File: config.mk
export PLATFORM = sky130hd
export DESIGN_NAME = eh_rdy_vld_arbiter
export DESIGN_NICKNAME = d
export VERILOG_FILES = /design/src/rtl/hierInclude_package.sv /design/src/rtl/eh_arb_fifo.sv /design/src/rtl/eh_rdy_vld_arbiter.sv
export SDC_FILE = /design/constraint.sdc
export NUM_CORES = 1
export LEC_CHECK = 0
export ABC_AREA = 1
export ABC_CLOCK_PERIOD_IN_PS = 4840
export CAP_MARGIN = 15
export CORE_ASPECT_RATIO = 1.1
export CORE_MARGIN = 2
export CORE_UTILIZATION = 52
export DETAILED_ROUTE_END_ITERATION = 6
export PLACE_DENSITY = 0.87
export SLEW_MARGIN = 20
export SYNTH_ARGS = -nofsm -noshare
export SYNTH_HDL_FRONTEND = slang
export SYNTH_SLANG_ARGS = --single-unit
export TNS_END_PERCENT = 100
File: constraint.sdc
create_clock -name clk -period 4.84 [get_ports clk]
set_input_delay 0.968 -clock clk [delete_from_list [all_inputs] [get_ports clk]]
set_output_delay 0.968 -clock clk [all_outputs]
set_load 0.005 [all_outputs]
File: src/rtl/hierInclude_package.sv
// Shared event-handler types and system constants used by the blockA merge stage.
package hierInclude_package;

  typedef struct packed {
    logic [7:0]  op;
    logic [15:0] addr;
    logic [7:0]  data;
  } aSt;

  localparam int AH_ARB_DEPTH = 2;

  typedef enum logic {
    PRIO_SRC0 = 1'b0,
    PRIO_SRC1 = 1'b1
  } prio_e;

endpackage

File: src/rtl/eh_arb_fifo.sv
// DEPTH-entry registered circular FIFO for the arbiter output; no push-to-pop bypass.
module eh_arb_fifo
  import hierInclude_package::*;
#(
  parameter int DEPTH = AH_ARB_DEPTH
) (
  input  logic clk,
  input  logic rst,
  input  logic push,
  input  aSt   push_data,
  input  logic pop,
  output aSt   pop_data,
  output logic full,
  output logic empty
);

  localparam int PTR_W = (DEPTH > 1) ? $clog2(DEPTH) : 1;
  localparam int CNT_W = $clog2(DEPTH + 1);
  localparam logic [PTR_W-1:0] LAST_PTR = PTR_W'(DEPTH - 1);
  localparam logic [CNT_W-1:0] FULL_CNT = CNT_W'(DEPTH);

  aSt               mem [DEPTH];
  logic [PTR_W-1:0] wr_ptr;
  logic [PTR_W-1:0] rd_ptr;
  logic [CNT_W-1:0] count;
  logic             do_push;
  logic             do_pop;

  function automatic logic [PTR_W-1:0] next_ptr(input logic [PTR_W-1:0] p);
    return (p == LAST_PTR) ? '0 : p + PTR_W'(1);
  endfunction

  assign full     = (count == FULL_CNT);
  assign empty    = (count == '0);
  assign do_push  = push && !full;
  assign do_pop   = pop && !empty;
  assign pop_data = mem[rd_ptr];

  // Storage is cleared on reset so the output payload reads zero afterwards.
  always_ff @(posedge clk) begin
    if (rst) begin
      wr_ptr <= '0;
      rd_ptr <= '0;
      count  <= '0;
      for (int i = 0; i < DEPTH; i++) mem[i] <= '0;
    end else begin
      if (do_push) begin
        mem[wr_ptr] <= push_data;
        wr_ptr      <= next_ptr(wr_ptr);
      end
      if (do_pop) rd_ptr <= next_ptr(rd_ptr);
      case ({do_push, do_pop})
        2'b10:   count <= count + CNT_W'(1);
        2'b01:   count <= count - CNT_W'(1);
        default: count <= count;
      endcase
    end
  end

endmodule

File: src/rtl/eh_rdy_vld_arbiter.sv
// Two-source round-robin rdy/vld merge into blockA, with registered output FIFO and per-source accept counters.
module eh_rdy_vld_arbiter
  import hierInclude_package::*;
#(
  parameter int DEPTH = AH_ARB_DEPTH,
  parameter int CNT_W = 16
) (
  input  logic             clk,
  input  logic             rst,
  input  logic             src0_vld,
  output logic             src0_rdy,
  input  aSt               src0_data,
  input  logic             src1_vld,
  output logic             src1_rdy,
  input  aSt               src1_data,
  output logic             dst_vld,
  input  logic             dst_rdy,
  output aSt               dst_data,
  output logic [CNT_W-1:0] acc_cnt0,
  output logic [CNT_W-1:0] acc_cnt1
);

  if (DEPTH < 2 || DEPTH > 8) begin : g_bad_depth
    $error("eh_rdy_vld_arbiter: DEPTH must be within 2..8");
  end

  prio_e prio;
  logic  full;
  logic  empty;
  logic  space;
  logic  acc0;
  logic  acc1;
  aSt    push_data;

  // Space ignores a same-cycle pop so ready never depends on dst_rdy.
  assign space    = !full;
  assign src0_rdy = !rst && space && (prio == PRIO_SRC0 || !src1_vld);
  assign src1_rdy = !rst && space && (prio == PRIO_SRC1 || !src0_vld);
  assign acc0     = src0_vld && src0_rdy;
  assign acc1     = src1_vld && src1_rdy;
  assign push_data = acc0 ? src0_data : src1_data;
  assign dst_vld  = !empty;

  eh_arb_fifo #(
    .DEPTH(DEPTH)
  ) u_fifo (
    .clk      (clk),
    .rst      (rst),
    .push     (acc0 || acc1),
    .push_data(push_data),
    .pop      (dst_vld && dst_rdy),
    .pop_data (dst_data),
    .full     (full),
    .empty    (empty)
  );

  always_ff @(posedge clk) begin
    if (rst) begin
      prio     <= PRIO_SRC0;
      acc_cnt0 <= '0;
      acc_cnt1 <= '0;
    end else if (acc0) begin
      prio     <= PRIO_SRC1;
      acc_cnt0 <= acc_cnt0 + CNT_W'(1);
    end else if (acc1) begin
      prio     <= PRIO_SRC0;
      acc_cnt1 <= acc_cnt1 + CNT_W'(1);
    end
  end

endmodule

==> results.yml, run 1 <==
layout:
  multiInputGateArea_um2: 2001
  final_common_cell: "clkdlybuf4s50_1"
  final_layout_size_suffix_gt1_frac: 0.1015
  register_area_um2: 2683
  diodes: 0
  final_util: 0.7050
  most-common-layout-cells: "clkdlybuf4s50_1, nor2_1, nand2_1"
  nFillCells: 727
  syn2layout_area_growth_pct: 31.52
  fin_nets: 747
  fin_area_um2: 6625
  fin_cells: 797
synthesis:
  synth_edf_count: 64
  yosysSeqAreaShare: 0.5325
  synth_nets: 621
  synthCells: 549
  ys_seq_elements: 102
  synth_largest_area_cell: "edfxtp_1"
  synth_top_area_share: 0.3815
  synth_cell_type_count: 35
  postSynthAreaPerCell_um2: 9.175
  yosysWarnings: 0
  synthesis.area_um2: 5037
  yosys-top-cells-area: "edfxtp_1, dfxtp_1, nor2_1"
  synth_flop_cell: "edfxtp_1"
  synthArstFlopShare: 0
floorplanning:
  die_h_um: 107.2
  io_pins: 136
  dieArea_um2: 10490
  row_count: 37
  start_util: 0.5360
  die_w_um: 97.85
  core_area_um2: 9398
placed_design:
  dp.cells: 781
  hpwlAfterDp_um: 7946
  pre_cts_slack_ns: 1.212
  io_buffers: 135
  placed_cell_area_um2: 6382
  gp_routability_congestion: 0.8257
global_routing:
  antenna_found_initial: 0
  grt_pass1_wl_um: 19350
  grt_max_degree: 44
  grt_pass1_vias: 4167
  grt_overflow: 0
  grt_use_total: 0.2272
worst_hold_path:
  min_path_type: "flip-flop to flip-flop"
  hold_depth: 1
detailed_routing:
  num_vias: 4182
  vias_per_cell: 5.247
  drt_iter0_markers: 238
  drcViolationCount: 0
  wire_per_inst_um: 14.63
  route.antenna.remaining_nets: 0
  first_pass_iters: 7
  finalWirelength_um: 11660
worst_setup_path:
  cp-start-kind: "primary input"
  endpoint_kind: "primary output"
  ff2ff_setup_slack_ns: 2.68
  r2r_end: "u_fifo.mem[0][10]$_SDFFCE_PN0P_"
  path_max_fanout: 35
  worstSetupEndpoint: "src1_rdy"
  cp-startpoint: "rst"
  reg2reg_from: "u_fifo.count[0]$_SDFFE_PP0P_"
  reg2regPathDepth: 7
  crit_required_ns: 3.87
  critPathKind: "primary input to primary output"
  cp.arrival_ns: 2.67
sta:
  tns_ns: 0
  slew_viol_final: 0
  finClkSkew_ns: 0.01001
  setup_viol: 0
  min_period_ns: 3.640
  period_share: 0.7520
  timing.hold.ws_ns: 0.4738
  worst_slew_pin_slew_ns: 0.6971
  rsz0062_at_grt: "false"
  hold_violations: 0
  timing.final.ws_setup_ns: 1.200
  relSlewSlack: 0.5346
  max_freq_ghz: 0.2747
power:
  finalPower_mw: 2.273
  p_leak_nw: 2.555
  power_density_nw_per_um2: 343.1
  ir_drop_mv: 0.1736
cts:
  clock_latency_ns: 0.37
  cts_buffers: 9
  cts_setup_buffers: 0
  h-tree-depth: 3
  postCtsHoldBufs: 0
  cts-resized-gates: 0
  cts_sinks: 102
  clkSlewWorstSetupHoldPaths_ns: 0.10
  cts_tree: "done"
  cts_buffer_depth: 2
  cts_root_buf: "clkbuf_8"
run:
  max-cap-violations: 0
run_status:
  outcome: "completed"
==> kinds of logic (layout without fill, tap and decap cells) <==
| family | count (synthesis) | after routing | synth area share |
|---|---|---|---|
| mux | 32 | 32 | 0.07153 |
| compound gates | 63 | 63 | 0.06334 |
| buf+inv | 69 | 200 | 0.07030 |
| simple gates | 279 | 279 | 0.2531 |
| flops | 102 | 102 | 0.5325 |
| xor+xnor | 1 | 1 | 0.001739 |
| fa+ha+maj | 3 | 3 | 0.007452 |
==> state kept, by name, summed over array words and instances, names as in the netlist, named ones only <==
name,cells
u_fifo.mem,64
acc_cnt1,16
prio,1
acc_cnt0,16
u_fifo.count,2
u_fifo.wr_ptr,1
u_fifo.rd_ptr,1
==> layer usage <==
layer,track usage,part of all wire,vias up
li1,-,-,2059
met1,0.2708,0.40,1966
met2,0.4100,0.52,144
met3,0.05150,0.069,13
met4,0.06647,0.013,0
met5,0,0,-
==> how the worst min path moves through the flow <==
stage,startpoint,to,slack (ns)
2_1_floorplan,u_fifo.rd_ptr$_SDFFE_PP0P_,flip-flop,0.43
5_1_grt,u_fifo.rd_ptr$_SDFFE_PP0P_,u_fifo.rd_ptr$_SDFFE_PP0P_,0.50
4_1_cts,u_fifo.rd_ptr$_SDFFE_PP0P_,flip-flop,0.47
3_3_place_gp,u_fifo.rd_ptr$_SDFFE_PP0P_,u_fifo.rd_ptr$_SDFFE_PP0P_,0.44
3_5_place_dp,u_fifo.rd_ptr$_SDFFE_PP0P_,flip-flop,0.45
6_report,u_fifo.rd_ptr$_SDFFE_PP0P_,flip-flop,0.47
==> synth_stat cells (2+ instances only) <==
cell,count
a21oi_1,23
buf_1,2
buf_2,5
buf_6,11
clkbuf_1,5
dfxtp_1,38
edfxtp_1,64
ha_1,3
inv_1,42
inv_2,2
mux2_1,2
mux2_2,30
nand2_1,81
nand2_2,2
nand2_4,2
nand3_1,24
nand3_2,2
nand4_1,8
nor2_1,116
nor2_2,4
nor3_1,3
o21ai_0,12
o21ai_1,27
or2_0,15
or2_1,15
or2_2,2
==> critical path: stages <==
cell and delay [ns]:
clkdlybuf4s50_1 0.60, inv_4 0.38, nand3_2 0.15, inv_1 0.08, clkdlybuf4s50_1 0.49
==> report_power, final <==
part           total (mW)  switching (mW)  internal (mW)  leakage, nW
Combinational       0.553           0.257          0.297         1.46
Clock               0.647           0.300          0.347        0.117
Sequential           1.07          0.0314           1.04        0.980
Total                2.27           0.588           1.69         2.56
==> final cells by class <==
| cell class | count | area share |
|---|---|---|
| clock buffer | 10 | 0.01926 |
| clock inverter | 6 | 0.01737 |
| inverter | 45 | 0.02587 |
| multi-input combinational | 378 | 0.3020 |
| sequential | 102 | 0.4049 |
| tap | 117 | 0.02210 |
| timing repair buffer | 139 | 0.2085 |
(Power assumes the default switching activity.)
==> run 2, diff against run 1 <==
--- a/config.mk
+++ b/config.mk
@@ -6,13 +6,13 @@
 export NUM_CORES = 1
 export LEC_CHECK = 0
 export ABC_AREA = 1
-export ABC_CLOCK_PERIOD_IN_PS = 4840
+export ABC_CLOCK_PERIOD_IN_PS = 3100
 export CAP_MARGIN = 15
 export CORE_ASPECT_RATIO = 1.1
 export CORE_MARGIN = 2
-export CORE_UTILIZATION = 52
+export CORE_UTILIZATION = 44
 export DETAILED_ROUTE_END_ITERATION = 6
-export PLACE_DENSITY = 0.87
+export PLACE_DENSITY = 0.79
 export SLEW_MARGIN = 20
 export SYNTH_ARGS = -nofsm -noshare
 export SYNTH_HDL_FRONTEND = slang
==> constraint.sdc (replaced) <==
create_clock -name clk -period 3.1 [get_ports clk]
set_input_delay 0.62 -clock clk [delete_from_list [all_inputs] [get_ports clk]]
set_output_delay 0.62 -clock clk [all_outputs]
set_load 0.005 [all_outputs]
==> run 2 against run 1 <==
Sequential cell count unchanged; first-iteration DRC count decreased by 40%; register-to-register slack got worse by 1.5 ns; count of clock-buffer cells in the layout increased by 2; die area increased by 17%; largest cell class unchanged; design area increased by 1.9%; cell count increased by 4.3%; via count decreased by 0.84%; routed wire length increased by 3.8%; clock power increased by 64%; core utilization decreased by 9.4 points.
==> results.yml, run 2 (same netlist as run 1, synthesis figures left out) <==
cts:
  cts_buffers: 9
  cts_buffer_depth: 2
  h-tree-depth: 3
  cts_setup_buffers: 0
  cts_sinks: 102
  postCtsHoldBufs: 0
  cts-resized-gates: 0
  cts_tree: "done"
  clkSlewWorstSetupHoldPaths_ns: 0.06
  cts_root_buf: "clkbuf_16"
  clock_latency_ns: 0.34
detailed_routing:
  drt_iter0_markers: 142
  finalWirelength_um: 12100
  route.antenna.remaining_nets: 0
  vias_per_cell: 4.990
  wire_per_inst_um: 14.57
  num_vias: 4147
  first_pass_iters: 6
  drcViolationCount: 0
layout:
  final_layout_size_suffix_gt1_frac: 0.1053
  fin_nets: 751
  fin_cells: 831
  multiInputGateArea_um2: 2001
  syn2layout_area_growth_pct: 34.05
  most-common-layout-cells: "clkdlybuf4s50_1, nor2_1, nand2_1"
  largest_reg_flops: 64
  diodes: 0
  register_area_um2: 2683
  final_common_cell: "clkdlybuf4s50_1"
  top_regs: "u_fifo.mem (64), acc_cnt0 (16), acc_cnt1 (16)"
  nFillCells: 957
  regMostFlops: "u_fifo.mem"
placed_design:
  dp.cells: 815
  gp_routability_congestion: 0.8313
  io_buffers: 135
  hpwlAfterDp_um: 8295
global_routing:
  grt_pass1_vias: 4075
  grt_max_degree: 39
  grt_pass1_wl_um: 19000
  grt_overflow: 0
  grt_use_total: 0.1950
  antenna_found_initial: 0
sta:
  tns_ns: 0
  min_period_ns: 2.768
  hold_violations: 0
  setup_viol: 0
  rsz0062_at_grt: "false"
  relSlewSlack: 0.5265
  period_share: 0.8928
  finClkSkew_ns: 0.006911
  max_freq_ghz: 0.3613
  slew_viol_final: 0
  worst_slew_pin_slew_ns: 0.7092
worst_setup_path:
  crit_required_ns: 2.48
  r2r_end: "u_fifo.mem[1][4]$_SDFFCE_PN0P_"
  ff2ff_setup_slack_ns: 1.18
  reg2reg_from: "u_fifo.count[0]$_SDFFE_PP0P_"
  cp-startpoint: "rst"
  reg2regPathDepth: 6
  path_max_fanout: 9
  worstSetupEndpoint: "src1_rdy"
  cp-start-kind: "primary input"
  cp.arrival_ns: 2.15
  endpoint_kind: "primary output"
  critPathKind: "primary input to primary output"
worst_hold_path:
  min_path_type: "flip-flop to flip-flop"
power:
  ir_drop_mv: 0.2711
  p_sw_uw: 936.8
  clkPwrFrac: 0.292
  power_density_nw_per_um2: 536.9
  finalPower_mw: 3.626
  internal_power_mw: 2.689
  pwr-share-comb: 0.245
  sw_frac_of_total: 0.2584
  p_leak_nw: 2.601
  seqPwrFrac: 0.462
floorplanning:
  start_util: 0.4554
  core_area_um2: 11060
  die_h_um: 116.2
  io_pins: 136
  dieArea_um2: 12320
  row_count: 40
  die_w_um: 106.0
run:
  max-cap-violations: 0
run_status:
  outcome: "completed"
==> run 2: cell count changes in the layout (fill, tap and decap cells not counted), sizes merged <==
| cell | previous run | this run |
|---|---|---|
| buf | 4 | 8 |
| bufinv | 3 | 0 |
| clkbuf | 10 | 12 |
| clkinv | 0 | 3 |
| inv | 47 | 45 |
==> run 2: power groups by stage <==
| stage | clock network [mW] | logic, mW | registers (mW) |
|---|---|---|---|
| floorplan | 0 | 0.477 | 1.69 |
| global placement | 0 | 0.874 | 1.70 |
| detailed placement | 0 | 0.894 | 1.71 |
| CTS | 1.08 | 0.900 | 1.68 |
| global route | 1.13 | 0.963 | 1.69 |
| finish | 1.06 | 0.890 | 1.68 |
==> run 2: worst max-delay path, stage by stage <==
cell and delay [ns]:
clkdlybuf4s50_1 0.61, inv_4 0.21, nand3_2 0.12, inv_1 0.07, clkdlybuf4s50_1 0.51
==> run 2: area by class of cell <==
class	count	area share
inverters	45	0.02538
repair buffers	143	0.2127
clock inverters	4	0.003150
flip-flops and latches	102	0.3973
well taps	147	0.02724
multi-input cells	378	0.2963
clock buffers	12	0.03798
==> run 2: per-stage QoR <==
step	setup WS (ns)	utilization	area [um2]	hold WS, ns
CTS	0.3269	0.6105	6753	0.4565
detailed placement	0.2433	0.5854	6475	0.4457
global route	0.2178	0.6105	6753	0.4863
global placement	0.3509	0.5854	6475	0.4442
floorplan	0.6407	-	5037	0.4255
finish	0.3324	0.6105	6753	0.4555
==> run 2: worst min path at each step <==
stage | end | depth (start not counted) | slack [ns] | startpoint
after floorplan | flip-flop | 1 | 0.43 | u_fifo.rd_ptr$_SDFFE_PP0P_
after global placement | flip-flop | 1 | 0.44 | u_fifo.rd_ptr$_SDFFE_PP0P_
after detailed placement | u_fifo.rd_ptr$_SDFFE_PP0P_ | 1 | 0.45 | u_fifo.rd_ptr$_SDFFE_PP0P_
after CTS | u_fifo.rd_ptr$_SDFFE_PP0P_ | 1 | 0.46 | u_fifo.rd_ptr$_SDFFE_PP0P_
after global routing | u_fifo.rd_ptr$_SDFFE_PP0P_ | 1 | 0.49 | u_fifo.rd_ptr$_SDFFE_PP0P_
final | flip-flop | 1 | 0.46 | u_fifo.rd_ptr$_SDFFE_PP0P_
==> run 2: per-layer routing <==
layer,GRT usage,wire [um],vias up
li1,-,-,2068
met1,0.2310,5244,1945
met2,0.3471,5960,124
met3,0.05413,782,10
met4,0.06140,116,0
met5,0,0,-
==> run 3, diff against run 2 <==
--- a/config.mk
+++ b/config.mk
@@ -9,11 +9,10 @@
 export ABC_CLOCK_PERIOD_IN_PS = 3100
 export CAP_MARGIN = 15
 export CORE_ASPECT_RATIO = 1.1
-export CORE_MARGIN = 2
-export CORE_UTILIZATION = 44
+export CORE_UTILIZATION = 55
 export DETAILED_ROUTE_END_ITERATION = 6
-export PLACE_DENSITY = 0.79
-export SLEW_MARGIN = 20
+export DONT_BUFFER_PORTS = 1
+export PLACE_DENSITY = 0.75
 export SYNTH_ARGS = -nofsm -noshare
 export SYNTH_HDL_FRONTEND = slang
 export SYNTH_SLANG_ARGS = --single-unit
==> run 3 against run 2 <==
Largest power group unchanged; sequential share of layout area rose by 12 points; via count fell by 13%; core utilization fell by 2.2 points; critical path type is now flip-flop to primary output; sequential power barely moved; global-route usage rose by 1.7 points.
==> results.yml, run 3 (same netlist as run 1, synthesis figures left out) <==
run_status:
  outcome: "completed"
sta:
  slew_viol_final: 0
  period_share: 0.7423
  worst_slew_pin_slew_ns: 0.8072
  hold_violations: 0
  tns_ns: 0
  finClkSkew_ns: 0.01277
  relSlewSlack: 0.4619
  rsz0062_at_grt: "false"
  min_period_ns: 2.301
  timing.hold.ws_ns: 0.3242
  max_freq_ghz: 0.4346
  setup_viol: 0
cts:
  postCtsHoldBufs: 0
  cts_root_buf: "clkbuf_8"
  cts_setup_buffers: 0
  cts_buffers: 9
  clkSlewWorstSetupHoldPaths_ns: 0.10
  h-tree-depth: 3
  cts_buffer_depth: 2
  cts_sinks: 102
  clock_latency_ns: 0.36
  cts_tree: "done"
  cts-resized-gates: 0
layout:
  top_regs: "u_fifo.mem (64), acc_cnt0 (16), acc_cnt1 (16)"
  fin_nets: 611
  final_util: 0.5881
  final_layout_size_suffix_gt1_frac: 0.1287
  final_common_cell: "nor2_1"
  most-common-layout-cells: "nor2_1, nand2_1, edfxtp_1"
  regMostFlops: "u_fifo.mem"
  syn2layout_area_growth_pct: 3.602
  largest_reg_flops: 64
  fin_area_um2: 5219
  diodes: 0
global_routing:
  grt_pass1_wl_um: 15500
  antenna_found_initial: 0
  grt_use_total: 0.2118
  grt_pass1_vias: 3341
  grt_overflow: 0
  grt_max_degree: 39
power:
  sw_frac_of_total: 0.2804
  p_leak_nw: 2.027
  ir_drop_mv: 0.2948
  clkPwrFrac: 0.273
  power_density_nw_per_um2: 585.1
  internal_power_mw: 2.197
  pwr-share-comb: 0.167
  finalPower_mw: 3.054
  p_sw_uw: 856.2
  seqPwrFrac: 0.560
worst_setup_path:
  cp-start-kind: "flip-flop"
  critPathKind: "flip-flop to primary output"
  cp.arrival_ns: 1.68
  cpLargestDelayFamily: "flip-flops"
  path_max_fanout: 32
  crit_required_ns: 2.48
  cpMaxStageDelayCell: "dfxtp_2"
  critPathMaxStageDelay_ns: 0.86
  endpoint_kind: "primary output"
  crit_buf_inv: 0
  crit_chain: "mux2_2"
placed_design:
  gp_routability_congestion: 0.8902
  io_buffers: 0
  hpwlAfterDp_um: 6907
  placed_cell_area_um2: 5021
floorplanning:
  die_w_um: 93.25
  io_pins: 136
  row_count: 36
  die_h_um: 102.4
  start_util: 0.5677
  dieArea_um2: 9545
  core_area_um2: 8874
detailed_routing:
  finalWirelength_um: 10170
  vias_per_cell: 5.489
  route.antenna.remaining_nets: 0
  drcViolationCount: 0
  num_vias: 3612
  drt_iter0_markers: 206
  first_pass_iters: 5
  wire_per_inst_um: 15.46
run:
  max-cap-violations: 0
worst_hold_path:
  min_path_type: "primary input to flip-flop"
## run 3: final cells by class
cell class                      instances  area [um2]
Clock buffer                            9       123.9
Clock inverter                          7       73.82
Fill cell                             772        3655
Inverter                               45       171.4
Multi-Input combinational cell        378        2001
Sequential cell                       102        2684
Tap cell                              114       142.6
Timing Repair Buffer                    3       22.52
## run 3: routing by layer
| metal | track usage | share of wire | vias to the layer above |
|---|---|---|---|
| met1 | 0.2392 | 0.39 | 1683 |
| met4 | 0.08284 | 0.017 | 0 |
| met3 | 0.06250 | 0.082 | 16 |
| li1 | - | - | 1786 |
| met2 | 0.3778 | 0.51 | 127 |
| met5 | 0 | 0 | - |
## run 3: power by group through the flow
stage                     sequential, mW  clock, mW  combinational [mW]
after CTS                           1.71      0.848               0.520
after detailed placement            1.74          0               0.516
after global placement              1.73          0               0.501
after floorplan                     1.69          0               0.477
final                               1.71      0.833               0.511
after global routing                1.73      0.895               0.565
## run 3: metrics by stage
step | std cells | worst slack (ns)
6_report | 658 | 0.7990
5_1_grt | 658 | 0.6620
4_1_cts | 658 | 0.7520
3_3_place_gp | 642 | 0.5141
3_5_place_dp | 642 | 0.4532
2_1_floorplan | 549 | 0.6407
## run 3: path summary, 6_finish.rpt
check,slack (ns),depth (start not counted),start,endpoint
worst min register to register,0.47,1,u_fifo.rd_ptr$_SDFFE_PP0P_,u_fifo.rd_ptr$_SDFFE_PP0P_
worst max register to register,0.90,7,u_fifo.count[0]$_SDFFE_PP0P_,u_fifo.mem[0][9]$_SDFFCE_PN0P_
worst min-delay path,0.32,1,rst,prio$_SDFFE_PP0P_
worst max-delay path,0.80,1,flip-flop,dst_data[10]
